`src/rtl/dmem_pkg.sv`:
```
// Shared types and constants for the data-memory responder.
// Holds the FSM state encoding, operation kind and address-alignment helper.
package dmem_pkg;

    typedef enum logic [1:0] {
        IDLE = 2'd0,
        WAIT = 2'd1,
        RESP = 2'd2
    } dmem_state_t;

    typedef enum logic {
        OP_READ  = 1'b0,
        OP_WRITE = 1'b1
    } dmem_op_t;

    localparam int          CNT_W         = 3;
    localparam logic [1:0]  MISALIGN_MASK = 2'b11;
    localparam logic [15:0] WRCOUNT_MAX   = 16'hFFFF;

    function automatic logic is_misaligned(input logic [31:0] adr);
        return (adr[1:0] & MISALIGN_MASK) != 2'b00;
    endfunction

endpackage

```
`src/rtl/dmem_responder_if.sv`:
```
// Store/load bus between the core and the data-memory responder,
// including the committed-write observation signals.
interface dmem_responder_if;

    logic        memwrite;
    logic        memread;
    logic [31:0] dataadr;
    logic [31:0] writedata;
    logic [31:0] readdata;
    logic        ready;
    logic        busy;
    logic        misaligned;
    logic [15:0] wrcount;
    logic [31:0] lastwaddr;
    logic [31:0] lastwdata;

    modport master (
        output memwrite, memread, dataadr, writedata,
        input  readdata, ready, busy, misaligned, wrcount, lastwaddr, lastwdata
    );

    modport slave (
        input  memwrite, memread, dataadr, writedata,
        output readdata, ready, busy, misaligned, wrcount, lastwaddr, lastwdata
    );

endinterface

```
`src/rtl/dmem_ram.sv`:
```
// Word-addressed 32-bit storage: synchronous write, combinational read.
// Deliberately unreset so contents survive a responder reset.
module dmem_ram #(
    parameter int DEPTH = 64,
    parameter int AW    = 6
) (
    input  logic          clk,
    input  logic          we,
    input  logic [AW-1:0] addr,
    input  logic [31:0]   wdata,
    output logic [31:0]   rdata
);

    logic [31:0] mem [DEPTH];

    always_ff @(posedge clk) begin
        if (we) begin
            mem[addr] <= wdata;
        end
    end

    assign rdata = mem[addr];

endmodule

```
`src/rtl/dmem_responder.sv`:
```
// Data-memory responder: fixed-latency load/store service with a one-cycle
// ready pulse and a committed-store observation port.
module dmem_responder
    import dmem_pkg::*;
#(
    parameter int DEPTH   = 64,
    parameter int LATENCY = 2
) (
    input  logic            clk,
    input  logic            reset,
    dmem_responder_if.slave bus
);

    localparam int               AW      = $clog2(DEPTH);
    localparam logic [CNT_W-1:0] LAT_CNT = CNT_W'(LATENCY);

    dmem_state_t      state_reg, state_next;
    logic [CNT_W-1:0] cnt_reg, cnt_next;
    dmem_op_t         op_reg, op_next;
    logic [31:0]      addr_reg, addr_next;
    logic [31:0]      wdata_reg, wdata_next;
    logic             misaligned_reg, misaligned_next;
    logic [15:0]      wrcount_reg, wrcount_next;
    logic [31:0]      lastwaddr_reg, lastwaddr_next;
    logic [31:0]      lastwdata_reg, lastwdata_next;

    logic        req;
    logic        addr_ok;
    logic        in_resp;
    logic        commit_wr;
    logic [31:0] ram_rdata;

    assign req       = bus.memwrite | bus.memread;
    assign addr_ok   = !is_misaligned(addr_reg);
    assign in_resp   = (state_reg == RESP);
    // Misaligned stores are suppressed entirely: no RAM write, no observer update.
    assign commit_wr = in_resp && (op_reg == OP_WRITE) && addr_ok;

    dmem_ram #(
        .DEPTH (DEPTH),
        .AW    (AW)
    ) u_ram (
        .clk   (clk),
        .we    (commit_wr),
        .addr  (addr_reg[AW+1:2]),
        .wdata (wdata_reg),
        .rdata (ram_rdata)
    );

    always_ff @(posedge clk or posedge reset) begin
        if (reset) begin
            state_reg      <= IDLE;
            cnt_reg        <= '0;
            op_reg         <= OP_READ;
            addr_reg       <= '0;
            wdata_reg      <= '0;
            misaligned_reg <= 1'b0;
            wrcount_reg    <= '0;
            lastwaddr_reg  <= '0;
            lastwdata_reg  <= '0;
        end else begin
            state_reg      <= state_next;
            cnt_reg        <= cnt_next;
            op_reg         <= op_next;
            addr_reg       <= addr_next;
            wdata_reg      <= wdata_next;
            misaligned_reg <= misaligned_next;
            wrcount_reg    <= wrcount_next;
            lastwaddr_reg  <= lastwaddr_next;
            lastwdata_reg  <= lastwdata_next;
        end
    end

    always_comb begin
        state_next      = state_reg;
        cnt_next        = cnt_reg;
        op_next         = op_reg;
        addr_next       = addr_reg;
        wdata_next      = wdata_reg;
        misaligned_next = misaligned_reg;
        wrcount_next    = wrcount_reg;
        lastwaddr_next  = lastwaddr_reg;
        lastwdata_next  = lastwdata_reg;

        case (state_reg)
            IDLE: begin
                if (req) begin
                    // A simultaneous read+write request is treated as a store.
                    op_next    = bus.memwrite ? OP_WRITE : OP_READ;
                    addr_next  = bus.dataadr;
                    wdata_next = bus.writedata;
                    cnt_next   = LAT_CNT;
                    state_next = (LATENCY == 0) ? RESP : WAIT;
                end
            end
            WAIT: begin
                cnt_next = cnt_reg - 1'b1;
                if (cnt_reg <= 1) begin
                    state_next = RESP;
                end
            end
            RESP: begin
                state_next = IDLE;
                if (!addr_ok) begin
                    misaligned_next = 1'b1;
                end
                if (commit_wr) begin
                    lastwaddr_next = addr_reg;
                    lastwdata_next = wdata_reg;
                    if (wrcount_reg != WRCOUNT_MAX) begin
                        wrcount_next = wrcount_reg + 16'd1;
                    end
                end
            end
            default: begin
                state_next = IDLE;
            end
        endcase
    end

    assign bus.ready      = in_resp;
    assign bus.busy       = (state_reg != IDLE);
    assign bus.readdata   = (in_resp && (op_reg == OP_READ) && addr_ok) ? ram_rdata : 32'd0;
    assign bus.misaligned = misaligned_reg;
    assign bus.wrcount    = wrcount_reg;
    assign bus.lastwaddr  = lastwaddr_reg;
    assign bus.lastwdata  = lastwdata_reg;

endmodule

```
`src/flat_wrapper.sv`:
```
// flat-port wrapper written by rule: the top's interface ports become plain ports
module dmem_responder_flat import dmem_pkg::*;
#(
    parameter int DEPTH   = 64,
    parameter int LATENCY = 2
)
  (clk, reset, bus_memwrite, bus_memread, bus_dataadr, bus_writedata, bus_readdata, bus_ready, bus_busy, bus_misaligned, bus_wrcount, bus_lastwaddr, bus_lastwdata);
  dmem_responder_if bus_i ();
  input  logic clk;
  input  logic reset;
  input wire logic [$bits(bus_i.memwrite)-1:0] bus_memwrite;
  input wire logic [$bits(bus_i.memread)-1:0] bus_memread;
  input wire logic [$bits(bus_i.dataadr)-1:0] bus_dataadr;
  input wire logic [$bits(bus_i.writedata)-1:0] bus_writedata;
  output wire logic [$bits(bus_i.readdata)-1:0] bus_readdata;
  output wire logic [$bits(bus_i.ready)-1:0] bus_ready;
  output wire logic [$bits(bus_i.busy)-1:0] bus_busy;
  output wire logic [$bits(bus_i.misaligned)-1:0] bus_misaligned;
  output wire logic [$bits(bus_i.wrcount)-1:0] bus_wrcount;
  output wire logic [$bits(bus_i.lastwaddr)-1:0] bus_lastwaddr;
  output wire logic [$bits(bus_i.lastwdata)-1:0] bus_lastwdata;
  assign bus_i.memwrite = bus_memwrite;
  assign bus_i.memread = bus_memread;
  assign bus_i.dataadr = bus_dataadr;
  assign bus_i.writedata = bus_writedata;
  assign bus_readdata = bus_i.readdata;
  assign bus_ready = bus_i.ready;
  assign bus_busy = bus_i.busy;
  assign bus_misaligned = bus_i.misaligned;
  assign bus_wrcount = bus_i.wrcount;
  assign bus_lastwaddr = bus_i.lastwaddr;
  assign bus_lastwdata = bus_i.lastwdata;
  dmem_responder #(.DEPTH(DEPTH), .LATENCY(LATENCY)) u_core (.clk(clk), .reset(reset), .bus(bus_i));
endmodule
```
`config.mk`:
```
export PLATFORM = sky130hd
export DESIGN_NAME = dmem_responder_flat
export DESIGN_NICKNAME = d
export VERILOG_FILES = /design/src/rtl/dmem_pkg.sv /design/src/rtl/dmem_responder_if.sv /design/src/rtl/dmem_ram.sv /design/src/rtl/dmem_responder.sv /design/src/flat_wrapper.sv
export SDC_FILE = /design/constraint.sdc
export NUM_CORES = 2
export LEC_CHECK = 0
export ABC_AREA = 0
export CORE_MARGIN = 5
export CORE_UTILIZATION = 35
export DETAILED_ROUTE_END_ITERATION = 16
export GPL_TIMING_DRIVEN = 0
export PLACE_DENSITY = 0.49
export SYNTH_ARGS = -nofsm -noshare
export SYNTH_HDL_FRONTEND = slang
export SYNTH_SLANG_ARGS = --single-unit
```
`constraint.sdc`:
```
create_clock -name clk -period 5.7 [get_ports clk]
set_input_delay 1.71 -clock clk [delete_from_list [all_inputs] [get_ports clk]]
set_output_delay 1.71 -clock clk [all_outputs]
set_load 0.05 [all_outputs]
```
==> flow_summary_export.csv <==
group,metric,value,unit
outcome,status,"finished clean",
timing,rsz0062_at_grt,"yes",
clocking,cts_buffers,227,
power,p_seq_share,38.8,%
global_routing,grt_max_degree,67,
timing,post-route-period-util,99.3,%
die,start_util,35.2,%
global_routing,grt_pass1_vias,48500,
final_layout,final_nets,5624,
timing,timing.final.ws_setup,42.5,ps
route,routed_wl,278000,um
setup_path,endpoint_kind,"primary output",
power,p_int,34300,uW
synth,synth_fp_nets,5103,
power,power,55500,uW
timing,clock-skew-final,32.2,ps
synth,ys_ff_latch,2199,
setup_path,path_class,"reg -> out",
clocking,cts-htree-levels,4,
final_layout,largest_reg_flops,2048,
route,wl_per_cell,31.1,um
setup_path,crit_path_start_kind,"flop",
die,core-area,0.240,mm2
route,drc,0,
clocking,clkTransAtPathRegs,60,ps
place,pre_cts_ws,-1230,ps
route,avgViaCountPerCell,5.55,
synth,synth_cells,5033,
final_layout,layout_common_cells,"2048 x edfxtp_1, 516 x mux2i_1, 491 x nand2_1",
final_layout,final_common_cell,"edfxtp_1",
final_layout,multi_input_area,0.0189,mm2
flow_run,cap_viol_max_count,0,
final_layout,syn2layout_area_growth,20.5,%
setup_path,critPathMaxFanout,10,
route,first_iter_violations,5885,
power,p_leak,0.0334,uW
global_routing,grt_pass1_wl,387000,um
final_layout,drive_above_1_share,18.2,%
route,vias,49600,
timing,timing.final.max_slew_violations,0,
synth,synthArstFlopShare,6.87,%
synth,yosysSeqAreaShare,77.3,%
power,clkPwrFrac,25.6,%
global_routing,antenna_found_initial,16,
die,die-area,0.251,mm2
die,die_h,501,um
clocking,cts_tree,"built",
timing,finalSetupViolations,0,
power,swShare,38.1,%
place,dp.cells,8501,
synth,yosysWarnings,0,
clocking,cts_max_path_buffers,3,
synth,synth-main-ff-cell,"edfxtp_1",
timing,tightestPinTransition,1370,ps
place,dp_hpwl,189000,um
global_routing,grt_usage,21.7,%
die,core.rowCount,180,
route,drt-pass1-iter-count,8,
final_layout,max_flop_register,"u_core.u_ram.mem",
final_layout,postLayoutCoreUtil,42.4,%
die,pin_count,183,
clocking,cts_root_buffer,"clkbuf_16",
final_layout,n_fill_cell,21400,
global_routing,overflow,0,
timing,fmax,177,MHz
synth,avgSynthCellArea,16.8,um2
clocking,cts.sink_count,2199,
final_layout,fin_cells,8943,
worst_hold_path,hp-class,"reg -> reg",
setup_path,critPathRequiredTime,3990,ps
power,power_density,545,mW/mm2
timing,finalHoldViolations,0,
synth,synth_area,0.0845,mm2
clocking,clk_latency,870,ps
synth,synth_edf_count,2048,
synth,yosysUniqueCellTypes,58,
place,gp_congestion,0.873,
place,io_buffers,182,
timing,min_period,5660,ps
setup_path,cp.arrival,3950,ps
route,ant_nets,0,
die,die_w,501,um
clocking,ctsHoldBuffers,0,
timing,slew_headroom,8.94,%
power,ir_drop,363,uV
timing,fin_tns_setup,0,ps
final_layout,seqCellArea,0.0654,mm2
power,power_frac_comb,35.5,%
power,net-switching-power,21200,uW
## power groups by stage
stage / Clock [uW] / Combinational, uW / Sequential, uW
after floorplan: 0 / 8090 / 22800
after global placement: 0 / 15400 / 24200
after detailed placement: 0 / 18400 / 21900
after CTS: 14500 / 19600 / 21600
after global routing: 15200 / 20600 / 21600
final: 14200 / 19700 / 21600
## path summary, 6_finish.rpt
| kind | start | end | slack (ps) | cells past startpoint |
|---|---|---|---|---|
| max | u_core.addr_reg[4] | bus_readdata[27] | 40 | 11 |
| min in group asynchronous | reset | u_core.addr_reg[1] | 1310 | 2 |
| max in group asynchronous | reset | u_core.addr_reg[2] | 3480 | 4 |
| max reg2reg | u_core.state_reg[0] | u_core.u_ram.mem[38][8] | 540 | 7 |
| min | u_core.addr_reg[11] | u_core.bus.lastwaddr[11] | 460 | 2 |
| min reg2reg | u_core.addr_reg[11] | u_core.bus.lastwaddr[11] | 460 | 2 |
## synth_stat cells, types with 2 or more instances
cell,number,share of area [%]
edfxtp_1,2048,73
mux2i_1,516,6.1
nand2_1,491,2.2
o21ai_0,195,1.2
clkbuf_1,171,0.76
a21oi_1,162,0.96
o22ai_1,160,1.2
dfrtp_1,151,4.5
a22oi_1,129,1.1
buf_2,101,0.60
a221oi_1,97,1.0
nor2_1,84,0.37
nor2b_1,67,0.50
o211ai_1,63,0.56
a221o_1,62,0.73
a222oi_1,62,0.73
a311oi_1,62,0.64
o22a_1,62,0.64
mux2_2,48,0.64
buf_4,41,0.36
and4_1,33,0.34
a31oi_1,31,0.23
buf_1,31,0.14
o2bb2ai_1,31,0.32
o221ai_1,30,0.31
mux2_4,15,0.27
xnor2_1,12,0.12
and2_1,9,0.067
nand3_1,9,0.053
buf_6,8,0.11
inv_1,5,0.022
nand2b_1,4,0.030
xor2_1,4,0.041
nand3b_1,3,0.027
nand4_1,3,0.022
nor3_1,3,0.018
o21ai_1,3,0.018
and3_1,2,0.015
ha_1,2,0.030
mux4_2,2,0.053
nor2_2,2,0.015
nor3b_1,2,0.018
or3b_2,2,0.021
## cell families after synthesis
family	after synthesis	share of synthesized area, %
adder cells (fa/ha/maj)	2	0.0296
XOR/XNOR	16	0.166
multiplexers	582	7.09
buffers and inverters	357	1.99
AND/OR/NAND/NOR	720	3.73
AO/OA/AOI/OAI	1157	9.73
flip-flops	2199	77.3
## layout make-up
| cell class | instances | share of cell area, % |
|---|---|---|
| Antenna cell | 10 | 0.0246 |
| Clock buffer | 308 | 6.04 |
| Buffer | 351 | 2.14 |
| Tap cell | 3185 | 3.92 |
| Timing Repair Buffer | 293 | 4.16 |
| Inverter | 5 | 0.0221 |
| Sequential cell | 2199 | 64.2 |
| Clock inverter | 115 | 0.858 |
| Multi-Input combinational cell | 2477 | 18.6 |
## worst max-delay path, stage by stage, from the launching register on
cell and delay, ps:
dfrtp_1 340, buf_6 160, buf_6 230, buf_12 210
buf_6 250, clkbuf_4 290, a221oi_1 70, a21oi_1 300
o21ai_0 210, and4_2 350, a31oi_2 350, buf_4 280
## per-stage QoR
stage	cell area (um2)	hold slack, ps
after floorplan	84500	439
after CTS	102000	470
final	102000	464
after detailed placement	93300	461
after global routing	102000	484
after global placement	90300	453
## layer usage
layer	wire (um)	part of all wire (%)	up-vias	global-route usage [%]
li1	-	-	21300	-
met1	117000	42	26000	29.4
met2	130000	47	1966	34.8
met3	21000	7.6	410	4.63
met4	9750	3.5	4	7.17
met5	27	0.0097	-	0
## repair_timing
action	4_1_cts	5_1_grt
endpoints found under the setup margin	32	23
resized for setup	730	53
pin swaps	53	10
setup buffers	10	0
Power figures use the tool's default switching activity.
